$ cat src/rtl/uart_tx_buffered_pkg.sv
// Constants shared by the UART transmitter and receiver: the frame state
// encoding and the default bit period.
package uart_tx_buffered_pkg;

  // 100 MHz system clock / 115200 baud
  localparam int DEFAULT_CLKS_PER_BIT = 868;

  typedef enum logic [2:0] {
    ST_IDLE      = 3'd0,
    ST_START_BIT = 3'd1,
    ST_DATA_BITS = 3'd2,
    ST_STOP_BIT  = 3'd3,
    ST_CLEANUP   = 3'd4
  } uart_state_e;

endpackage

$ cat src/rtl/uart_tx_fifo.sv
// Byte FIFO in front of the UART transmitter. Full/empty are registered from
// the next occupancy, so they are valid on the same edge the count changes.
// Pushes while full are ignored even when a pop happens on the same edge.
module uart_tx_fifo #(
  parameter int FIFO_DEPTH = 4
) (
  input  logic                        i_Clk,
  input  logic                        i_Rst_n,
  input  logic                        i_push,
  input  logic [7:0]                  i_data,
  input  logic                        i_pop,
  output logic [7:0]                  o_data,
  output logic                        o_full,
  output logic                        o_empty,
  output logic [$clog2(FIFO_DEPTH):0] o_count
);

  localparam int PTR_W = $clog2(FIFO_DEPTH);
  localparam int CNT_W = PTR_W + 1;

  logic [7:0]       r_mem [FIFO_DEPTH];
  logic [PTR_W-1:0] r_wr_ptr;
  logic [PTR_W-1:0] r_rd_ptr;
  logic [CNT_W-1:0] r_count;
  logic [CNT_W-1:0] w_count_next;
  logic             r_full;
  logic             r_empty;
  logic             w_push_ok;
  logic             w_pop_ok;

  assign w_push_ok = i_push && !r_full;
  assign w_pop_ok  = i_pop && !r_empty;

  // Next occupancy; a simultaneous push and pop leaves it unchanged.
  always_comb begin
    // NOTE: every always_comb output gets a default first so no path leaves it unassigned, which would infer a latch.
    w_count_next = r_count;
    case ({w_push_ok, w_pop_ok})
      2'b10:   w_count_next = r_count + CNT_W'(1);
      2'b01:   w_count_next = r_count - CNT_W'(1);
      default: w_count_next = r_count;
    endcase
  end

  // Pointers, count and registered flags.
  always_ff @(posedge i_Clk or negedge i_Rst_n) begin
    // NOTE: state registers use non-blocking assignments so every flop samples pre-edge values regardless of statement order.
    if (!i_Rst_n) begin
      r_wr_ptr <= '0;
      r_rd_ptr <= '0;
      r_count  <= '0;
      r_full   <= 1'b0;
      r_empty  <= 1'b1;
    end else begin
      if (w_push_ok) r_wr_ptr <= r_wr_ptr + PTR_W'(1);
      if (w_pop_ok)  r_rd_ptr <= r_rd_ptr + PTR_W'(1);
      r_count <= w_count_next;
      r_full  <= (w_count_next == CNT_W'(FIFO_DEPTH));
      r_empty <= (w_count_next == '0);
    end
  end

  // Storage write port.
  always_ff @(posedge i_Clk) begin
    // NOTE: the storage array is not reset; the pointers and count define which slots are valid, so stale data is never observed.
    if (w_push_ok) r_mem[r_wr_ptr] <= i_data;
  end

  assign o_data  = r_mem[r_rd_ptr];
  assign o_full  = r_full;
  assign o_empty = r_empty;
  assign o_count = r_count;

endmodule

$ cat src/rtl/uart_tx_buffered.sv
// Buffered UART transmitter: 8 data bits, no parity, 1 stop bit, LSB first.
// A small FIFO absorbs producer bursts; the FSM pops one byte per frame.
// All outputs are registered and computed from the state being entered, so
// the line changes on the same edge as the state.
module uart_tx_buffered
  import uart_tx_buffered_pkg::*;
#(
  parameter int CLKS_PER_BIT = DEFAULT_CLKS_PER_BIT,
  parameter int FIFO_DEPTH   = 4
) (
  input  logic       i_Clk,
  input  logic       i_Rst_n,
  input  logic       i_TX_DV,
  input  logic [7:0] i_TX_Byte,
  output logic       o_TX_Ready,
  output logic       o_TX_Serial,
  output logic       o_TX_Active,
  output logic       o_TX_Done
);

  localparam int                BAUD_W    = $clog2(CLKS_PER_BIT);
  localparam logic [BAUD_W-1:0] BAUD_LAST = BAUD_W'(CLKS_PER_BIT - 1);
  localparam int                CNT_W     = $clog2(FIFO_DEPTH) + 1;

  uart_state_e       r_state;
  uart_state_e       w_state_next;
  logic [BAUD_W-1:0] r_baud;
  logic [BAUD_W-1:0] w_baud_next;
  logic [2:0]        r_bit_idx;
  logic [2:0]        w_bit_idx_next;
  logic [7:0]        r_shift;
  logic [7:0]        w_shift_next;
  logic              r_serial;
  logic              r_active;
  logic              r_done;
  logic              w_serial_next;
  logic              w_active_next;
  logic              w_done_next;
  logic              w_bit_end;
  logic              w_pop;
  logic              w_fifo_full;
  logic              w_fifo_empty;
  logic [7:0]        w_fifo_data;
  logic [CNT_W-1:0]  w_fifo_count_unused;  // occupancy, kept for debug visibility

  uart_tx_fifo #(
    .FIFO_DEPTH(FIFO_DEPTH)
  ) u_fifo (
    .i_Clk   (i_Clk),
    .i_Rst_n (i_Rst_n),
    .i_push  (i_TX_DV),
    .i_data  (i_TX_Byte),
    .i_pop   (w_pop),
    .o_data  (w_fifo_data),
    .o_full  (w_fifo_full),
    .o_empty (w_fifo_empty),
    .o_count (w_fifo_count_unused)
  );

  assign w_bit_end = (r_baud == BAUD_LAST);

  // Next-state, baud counter, shift register and registered-output values.
  always_comb begin
    w_state_next   = r_state;
    w_baud_next    = r_baud;
    w_bit_idx_next = r_bit_idx;
    w_shift_next   = r_shift;
    w_pop          = 1'b0;

    case (r_state)
      ST_IDLE: begin
        w_baud_next = '0;
        if (!w_fifo_empty) begin
          w_pop          = 1'b1;
          w_shift_next   = w_fifo_data;
          w_bit_idx_next = '0;
          w_state_next   = ST_START_BIT;
        end
      end
      ST_START_BIT: begin
        if (w_bit_end) begin
          w_baud_next  = '0;
          w_state_next = ST_DATA_BITS;
        end else begin
          w_baud_next = r_baud + BAUD_W'(1);
        end
      end
      ST_DATA_BITS: begin
        if (w_bit_end) begin
          w_baud_next    = '0;
          w_shift_next   = {1'b0, r_shift[7:1]};
          w_bit_idx_next = r_bit_idx + 3'd1;
          if (r_bit_idx == 3'd7) w_state_next = ST_STOP_BIT;
        end else begin
          w_baud_next = r_baud + BAUD_W'(1);
        end
      end
      ST_STOP_BIT: begin
        if (w_bit_end) begin
          w_baud_next  = '0;
          w_state_next = ST_CLEANUP;
        end else begin
          w_baud_next = r_baud + BAUD_W'(1);
        end
      end
      ST_CLEANUP: begin
        w_baud_next  = '0;
        w_state_next = ST_IDLE;
      end
      default: begin
        w_baud_next  = '0;
        w_state_next = ST_IDLE;
      end
    endcase

    // Outputs follow the state being entered so they line up with it.
    w_serial_next = 1'b1;
    w_active_next = 1'b0;
    w_done_next   = 1'b0;
    case (w_state_next)
      ST_START_BIT: begin
        w_serial_next = 1'b0;
        w_active_next = 1'b1;
      end
      ST_DATA_BITS: begin
        w_serial_next = w_shift_next[0];
        w_active_next = 1'b1;
      end
      ST_STOP_BIT:  w_active_next = 1'b1;
      ST_CLEANUP:   w_done_next   = 1'b1;
      default:      ;
    endcase
  end

  // State, datapath and output registers; reset aborts any frame in flight.
  always_ff @(posedge i_Clk or negedge i_Rst_n) begin
    if (!i_Rst_n) begin
      r_state   <= ST_IDLE;
      r_baud    <= '0;
      r_bit_idx <= '0;
      r_shift   <= '0;
      r_serial  <= 1'b1;
      r_active  <= 1'b0;
      r_done    <= 1'b0;
    end else begin
      r_state   <= w_state_next;
      r_baud    <= w_baud_next;
      r_bit_idx <= w_bit_idx_next;
      r_shift   <= w_shift_next;
      r_serial  <= w_serial_next;
      r_active  <= w_active_next;
      r_done    <= w_done_next;
    end
  end

  assign o_TX_Ready  = !w_fifo_full;
  assign o_TX_Serial = r_serial;
  assign o_TX_Active = r_active;
  assign o_TX_Done   = r_done;

endmodule

$ cat config.mk
export PLATFORM = sky130hd
export DESIGN_NAME = uart_tx_buffered
export DESIGN_NICKNAME = d
export VERILOG_FILES = /design/src/rtl/uart_tx_buffered_pkg.sv /design/src/rtl/uart_tx_fifo.sv /design/src/rtl/uart_tx_buffered.sv
export SDC_FILE = /design/constraint.sdc
export NUM_CORES = 1
export LEC_CHECK = 0
export ABC_AREA = 1
export ABC_CLOCK_PERIOD_IN_PS = 2300
export CAP_MARGIN = 20
export CORE_MARGIN = 2
export CORE_UTILIZATION = 30
export CTS_BUF_LIST = sky130_fd_sc_hd__clkbuf_8
export CTS_CLUSTER_DIAMETER = 60
export CTS_CLUSTER_SIZE = 10
export DETAILED_ROUTE_END_ITERATION = 6
export GPL_TIMING_DRIVEN = 0
export SLEW_MARGIN = 5
export SYNTH_ARGS = -nofsm -noshare
export SYNTH_HDL_FRONTEND = slang
export SYNTH_SLANG_ARGS = --single-unit
$ cat constraint.sdc
create_clock -name i_Clk -period 2.3 [get_ports i_Clk]
set_input_delay 0.46 -clock i_Clk [delete_from_list [all_inputs] [get_ports i_Clk]]
set_output_delay 0.46 -clock i_Clk [all_outputs]
set_load 0.02 [all_outputs]
; ---- Yosys cells after proc, flatten, opt, wreduce, memory -nomap -nowiden
; Memory sizes are Yosys's and may differ from the RTL's.
; Index checks and enable logic that the tools add are counted.
[op_classes]
add_sub_neg = 6
multipliers = 0
n_div = 0
n_lt_le_gt_ge = 0
n_eq_ne = 14
n_shift = 0
muxes = 22
bitwise = 0
n_reduce_logical = 10
[ops]
columns = op, n
row1 = 3-bit 2-to-1 mux, 7
row2 = 10-bit 2-to-1 mux, 2
row3 = 8-bit 2-to-1 mux, 2
row4 = 8-bit one-hot mux with 2 select lines, 1
row5 = "3-bit by 2-bit equality test with 1-bit output, second input constant", 4
row6 = 3-bit one-hot mux with 2 select lines, 2
row7 = 3-bit one-hot mux with 4 select lines, 1
row8 = "10-bit by 1-bit adder with 10-bit output, second input constant", 1
row9 = "10-bit equality test, second input constant", 1
row10 = "3-bit equality test, second input constant", 3
row11 = "3-bit by 1-bit adder with 3-bit output, second input constant", 2
row12 = "3-bit by 1-bit equality test with 1-bit output, second input constant", 2
row13 = 3-bit logical NOT, 2
row14 = 1-bit 2-to-1 mux, 6
row15 = 3-bit OR reduction, 2
row16 = "2-bit by 1-bit adder with 2-bit output, second input constant", 2
row17 = "2-bit inequality test, second input constant", 2
row18 = 3-bit AND reduction, 1
row19 = "3-bit by 1-bit subtractor with 3-bit output, second input constant", 1
row20 = "2-bit by 1-bit equality test with 1-bit output, second input constant", 1
row21 = "2-bit equality test, second input constant", 1
row22 = 1-bit logical AND, 2
row23 = 1-bit logical NOT, 2
row24 = 1-bit one-hot mux with 2 select lines, 1
row25 = 2-bit nonzero test, 1
[word_totals]
register_bits = 36
latchBits = 0
ramBits = 32
mem_bits_ro = 0
input_bits = 11
out_inout_bits = 4
wordCells = 66
n_memories = 1
[memory_table]
columns = name, words, width, read_ports, rd_clocked_by_memory_dff, wr, line
row1 = u_fifo.r_mem, 4, 8, 1, 0, 1, uart_tx_fifo.sv:21  ; logic [7:0] r_mem [FIFO_DEPTH];

; ---- Depth between registers and ports, before layout
[depth]
word_depth = 7
mapped_depth = 12
mapped_depth_nobuf = 11

; ---- Modules after synthesis
; A second synthesis with hierarchy kept.
[hier_totals]
hier_cells = 296
area_unflattened_um2 = 3136.8
[modules_own_cells]
columns = module, instances, cells_per_inst, area_per_inst_um2, seq_area_each_um2
row1 = uart_tx_fifo, 1, 133, 1775.5, 1187.4
row2 = uart_tx_buffered, 1, 163, 1361.3, 676.9

; ---- Worst setup path after synthesis
; No wires, ideal clock.
[synth_path]
path_type = register to register
from = register r_state[0]
to = register u_fifo.r_empty (netlist: u_fifo.o_empty)
setup_ns = 0.068
t_arrival_ns = 2.077
required_ns = 2.232
setup_slack_ns = 0.155
path_stages_with_launch = 11
path_buffers = 1
period_less_slack_ns = 2.145
cell_sequence = dfrtp_1 nor2_2 nand2_1 nor2_4 buf_4 ha_1 inv_1 fa_1 o21ai_0 or2_2 nor2_1
[synth_between]
elab_chain_cells = 6
elab_cells_between_ends = 7
classes_between = eq/ne: 2 / mux: 2 / reduce/logical: 3
[synth_rtl]
columns = item, line
row1 = start: declaration, uart_tx_buffered.sv:25  ; uart_state_e r_state;
row2 = start signal: assignment, uart_tx_buffered.sv:146  ; r_state <= w_state_next;
row3 = 3-bit logical NOT (*), uart_tx_buffered.sv:70  ; case (r_state)
row4 = 1-bit 2-to-1 mux (*), uart_tx_buffered.sv:70
row5 = 1-bit logical AND (*), uart_tx_fifo.sv:32  ; assign w_pop_ok = i_pop && !r_empty;
row6 = net u_fifo.w_pop_ok, uart_tx_fifo.sv:29  ; logic w_pop_ok;
row7 = 2-bit by 1-bit equality test with 1-bit output / 2-bit equality test (equally long branches), uart_tx_fifo.sv:38  ; case ({w_push_ok, w_pop_ok})
row8 = 3-bit one-hot mux with 2 select lines (*), uart_tx_fifo.sv:38
row9 = net u_fifo.w_count_next[1], uart_tx_fifo.sv:25  ; logic [CNT_W-1:0] w_count_next;
row10 = 3-bit logical NOT (*), uart_tx_fifo.sv:59  ; r_empty <= (w_count_next == '0);
row11 = end signal: assignment, uart_tx_fifo.sv:59
row12 = end: declaration, uart_tx_fifo.sv:27  ; logic r_empty;
; Mark *: on every way through the listed nets, which the timed path passes. The rest lies on a longest branch.
; A chain may end at the register's enable or synchronous reset.

; ---- Worst setup path after layout
[layout_path]
from = register r_state[2]
to = register u_fifo.r_empty (netlist: u_fifo.o_empty)
; Same word-level chain as after synthesis.

==> flow_metrics.tcl <==
set metrics [dict create \
    initial_utilization_pct 30.5 \
    crit_type "flop to flop" \
    routed_wirelength_mm 5.78 \
    numCtsBuffers 9 \
    wl_per_cell_um 12.3 \
    layout-drive-gt1-share_pct 20.3 \
    synth_top_cell_area_share_pct 30.9 \
    die_width_um 106 \
    io_pins 15 \
    cp_slowest_cell "fa_2" \
    cp-end-kind "flop" \
    synthTopCellsByArea "edfxtp_1, dfrtp_1, nand2_1" \
    cts_tree "yes" \
    required_ns 2.59 \
    drt-initial-drc-count 50 \
    post-dp-hpwl_mm 3.85 \
    reg2reg_to "u_fifo.o_empty$_DFF_PN1_" \
    placed_cell_area_um2 3410 \
    clock-sinks 68 \
    clk_pin_slew_ns 0.07 \
    setup_ws_ns 0.118 \
    die_height_um 106 \
    finalNonFillerCells 471 \
    diodes 0 \
    status "complete, no violations" \
    crit_path_start_kind "flop" \
    crit_top_cell "nor2_4" \
    fillCellCount 1028 \
    final_common_cell "nand2_1" \
    r2r_slack_ns 0.12 \
    syn_area_um2 3110 \
    first_pass_iters 6 \
    holdWs_ns 0.191 \
    path_cells "nor2_4 -> nand2_1 -> nor2_4 -> buf_6 -> ha_1 -> inv_1 -> fa_2 -> o21ai_0 -> or2_2 -> nor2_1" \
    worst_pin_slew_ns 0.812 \
    yosys.cell_types.count 32 \
    slew-limit-headroom_pct 45.7 \
    pwr-share-seq_pct 49.1 \
    syn_avg_cell_area_um2 10.5 \
    clk_path_buf_depth 2 \
    worst_ep_arrival_time_ns 2.47 \
    p_comb_share_pct 12.6 \
    p_int_mw 2.32 \
    yosys.area.top_type "edfxtp_1" \
    p_sw_mw 0.745 \
    fmax_mhz 458 \
    crit_path_max_incr_delay_ns 0.52 \
    core_area_um2 10200 \
    route.detailed.drc 0 \
    dp_slack_ns -0.194 \
    dr_total_vias 2077 \
    cts.htree.levels 3 \
    via_per_inst 4.41 \
    finalSetupViolCount 0 \
    gr-total-overflow 0 \
    vdd_drop_max_v 0.000389 \
    synth_fp_nets 316 \
    gp_congestion 0.824 \
    power.density_nw_per_um2 821 \
    post-route-util_pct 36.7 \
    power_mw 3.07 \
    finalSetupTns_ns 0 \
    dieArea_um2 11200 \
    syn_inst 296 \
    slew_viol_final 0 \
    grt_use_total_pct 11.7 \
    antenna_found_initial 0 \
    insertion_delay_ns 0.36 \
    crit_fanout 3 \
    rows 37 \
    hold_violations 0 \
    finalCritPeriodShare_pct 94.9 \
    grt_pass1_vias 2114 \
    p_leak_nw 1.53 \
    maxCapViolations 0 \
    grt_max_degree 37 \
    io_buffers 14 \
    p_sw_share_pct 24.3 \
    nets 350 \
    ys_seq_area_share_pct 60.0 \
    postLayoutCellArea_um2 3730 \
    dp_cells 446 \
    yosys_warnings 0 \
    layout_min_cycle_time_ns 2.18 \
    ys_seq_elements 68 \
    skew_ns 0.0116 \
    layout_common_cells "nand2_1, nor2_1, dfrtp_1, edfxtp_1, inv_1" \
    grt_first_pass_wirelength_mm 10.0 \
    area_delta_synth_final_pct 20.2 \
    detail-route-antenna-nets 0 \
    cts_root_buffer "clkbuf_8" \
    hp-class "input pin to asynchronous set/reset pin" \
    r2r_start "r_state[2]$_DFF_PN0_" \
    clkPwrFrac_pct 38.3 \
    rr_worst_depth 10 \
]
==> worst max path at each step <==
stage	from	end	slack (ns)	depth (start not counted)
final	r_state[2]$_DFF_PN0_	u_fifo.o_empty$_DFF_PN1_	0.12	10
after global routing	r_state[2]$_DFF_PN0_	u_fifo.o_full$_DFF_PN0_	-0.02	10
after CTS	r_state[0]$_DFF_PN0_	u_fifo.o_full$_DFF_PN0_	0.03	12
after detailed placement	i_TX_DV	u_fifo.o_full$_DFF_PN0_	-0.19	10
after global placement	i_TX_DV	u_fifo.o_empty$_DFF_PN1_	-0.12	8
after floorplan	r_state[0]$_DFF_PN0_	u_fifo.o_empty$_DFF_PN1_	0.16	10
==> cells in the mapped netlist <==
library cell / count
nand2_1: 46
nor2_1: 44
dfrtp_1: 34
edfxtp_1: 32
inv_1: 28
o21ai_0: 17
nand3_1: 14
nand2_2: 11
ha_1: 8
xor2_1: 8
a21oi_1: 7
o22ai_1: 7
nand3_2: 6
nor2_4: 5
inv_2: 4
buf_2: 3
nor3_1: 3
dfstp_2: 2
nand4_1: 2
nor2_2: 2
o21ai_2: 2
a211oi_1: 1
a22o_1: 1
buf_4: 1
buf_6: 1
fa_1: 1
nand3_4: 1
nor2_8: 1
nor3b_1: 1
o21a_1: 1
or2_2: 1
xnor2_1: 1
==> cell type report <==
cell class / instances / area, um^2 / share of cell area, %
inverter: 32 / 120 / 3.22
timing repair buffer: 23 / 203 / 5.43
sequential: 68 / 1870 / 49.9
multi-input combinational: 191 / 1100 / 29.4
buffer: 5 / 37.5 / 1.01
clock buffer: 9 / 124 / 3.32
tap: 136 / 170 / 4.56
clock inverter: 7 / 115 / 3.08
==> kinds of logic (layout without fill, tap and decap cells) <==
| family | count (synthesis) | in the layout | share of synthesized area (%) |
|---|---|---|---|
| simple gates | 137 | 137 | 22.0 |
| flops | 68 | 68 | 60.0 |
| buf+inv | 37 | 76 | 4.95 |
| compound gates | 36 | 36 | 6.61 |
| fa+ha+maj | 9 | 9 | 3.87 |
| xor+xnor | 9 | 9 | 2.54 |
==> what timing repair did <==
item | 4_1_cts | 5_1_grt
setup buffers | 1 | 8
cloned | 0 | 0
hold buffers | 0 | 0
gates resized for setup | 0 | 6
pin swaps | 1 | 2
endpoints found under the setup margin | 2 | 3
==> metal layers <==
metal  global-route usage [%]  up-vias  share of wire [%]
li1                         -     1046                  -
met1                     14.4      991                 48
met2                     18.4       27                 46
met3                     4.21       13                4.0
met4                     5.45        0                2.3
met5                        0        -                  0
==> critical path: cells and delay by family, from the launching register on <==
family	cells	cell delay (ns)
AND/OR/NAND/NOR	5	0.79
AO/OA/AOI/OAI	1	0.09
adder cells (fa/ha/maj)	2	0.65
buffers and inverters	2	0.19
flip-flops	1	0.42
==> registers in the layout, summed over array words and instances (netlist names), 2 cells and up <==
| signal | count |
|---|---|
| r_shift | 8 |
| u_fifo.r_rd_ptr | 2 |
| u_fifo.o_count | 3 |
| r_bit_idx | 3 |
| r_state | 3 |
| u_fifo.r_mem | 32 |
| u_fifo.r_wr_ptr | 2 |
| r_baud | 10 |
==> power by group through the flow <==
| stage | Combinational [mW] | Sequential (mW) | Clock, mW |
|---|---|---|---|
| 3_5_place_dp | 0.350 | 1.53 | 0 |
| 3_3_place_gp | 0.339 | 1.52 | 0 |
| 6_report | 0.385 | 1.51 | 1.17 |
| 2_1_floorplan | 0.239 | 1.51 | 0 |
| 5_1_grt | 0.456 | 1.52 | 1.27 |
| 4_1_cts | 0.351 | 1.51 | 1.21 |
No activity file was read; power rests on OpenSTA's default activity.
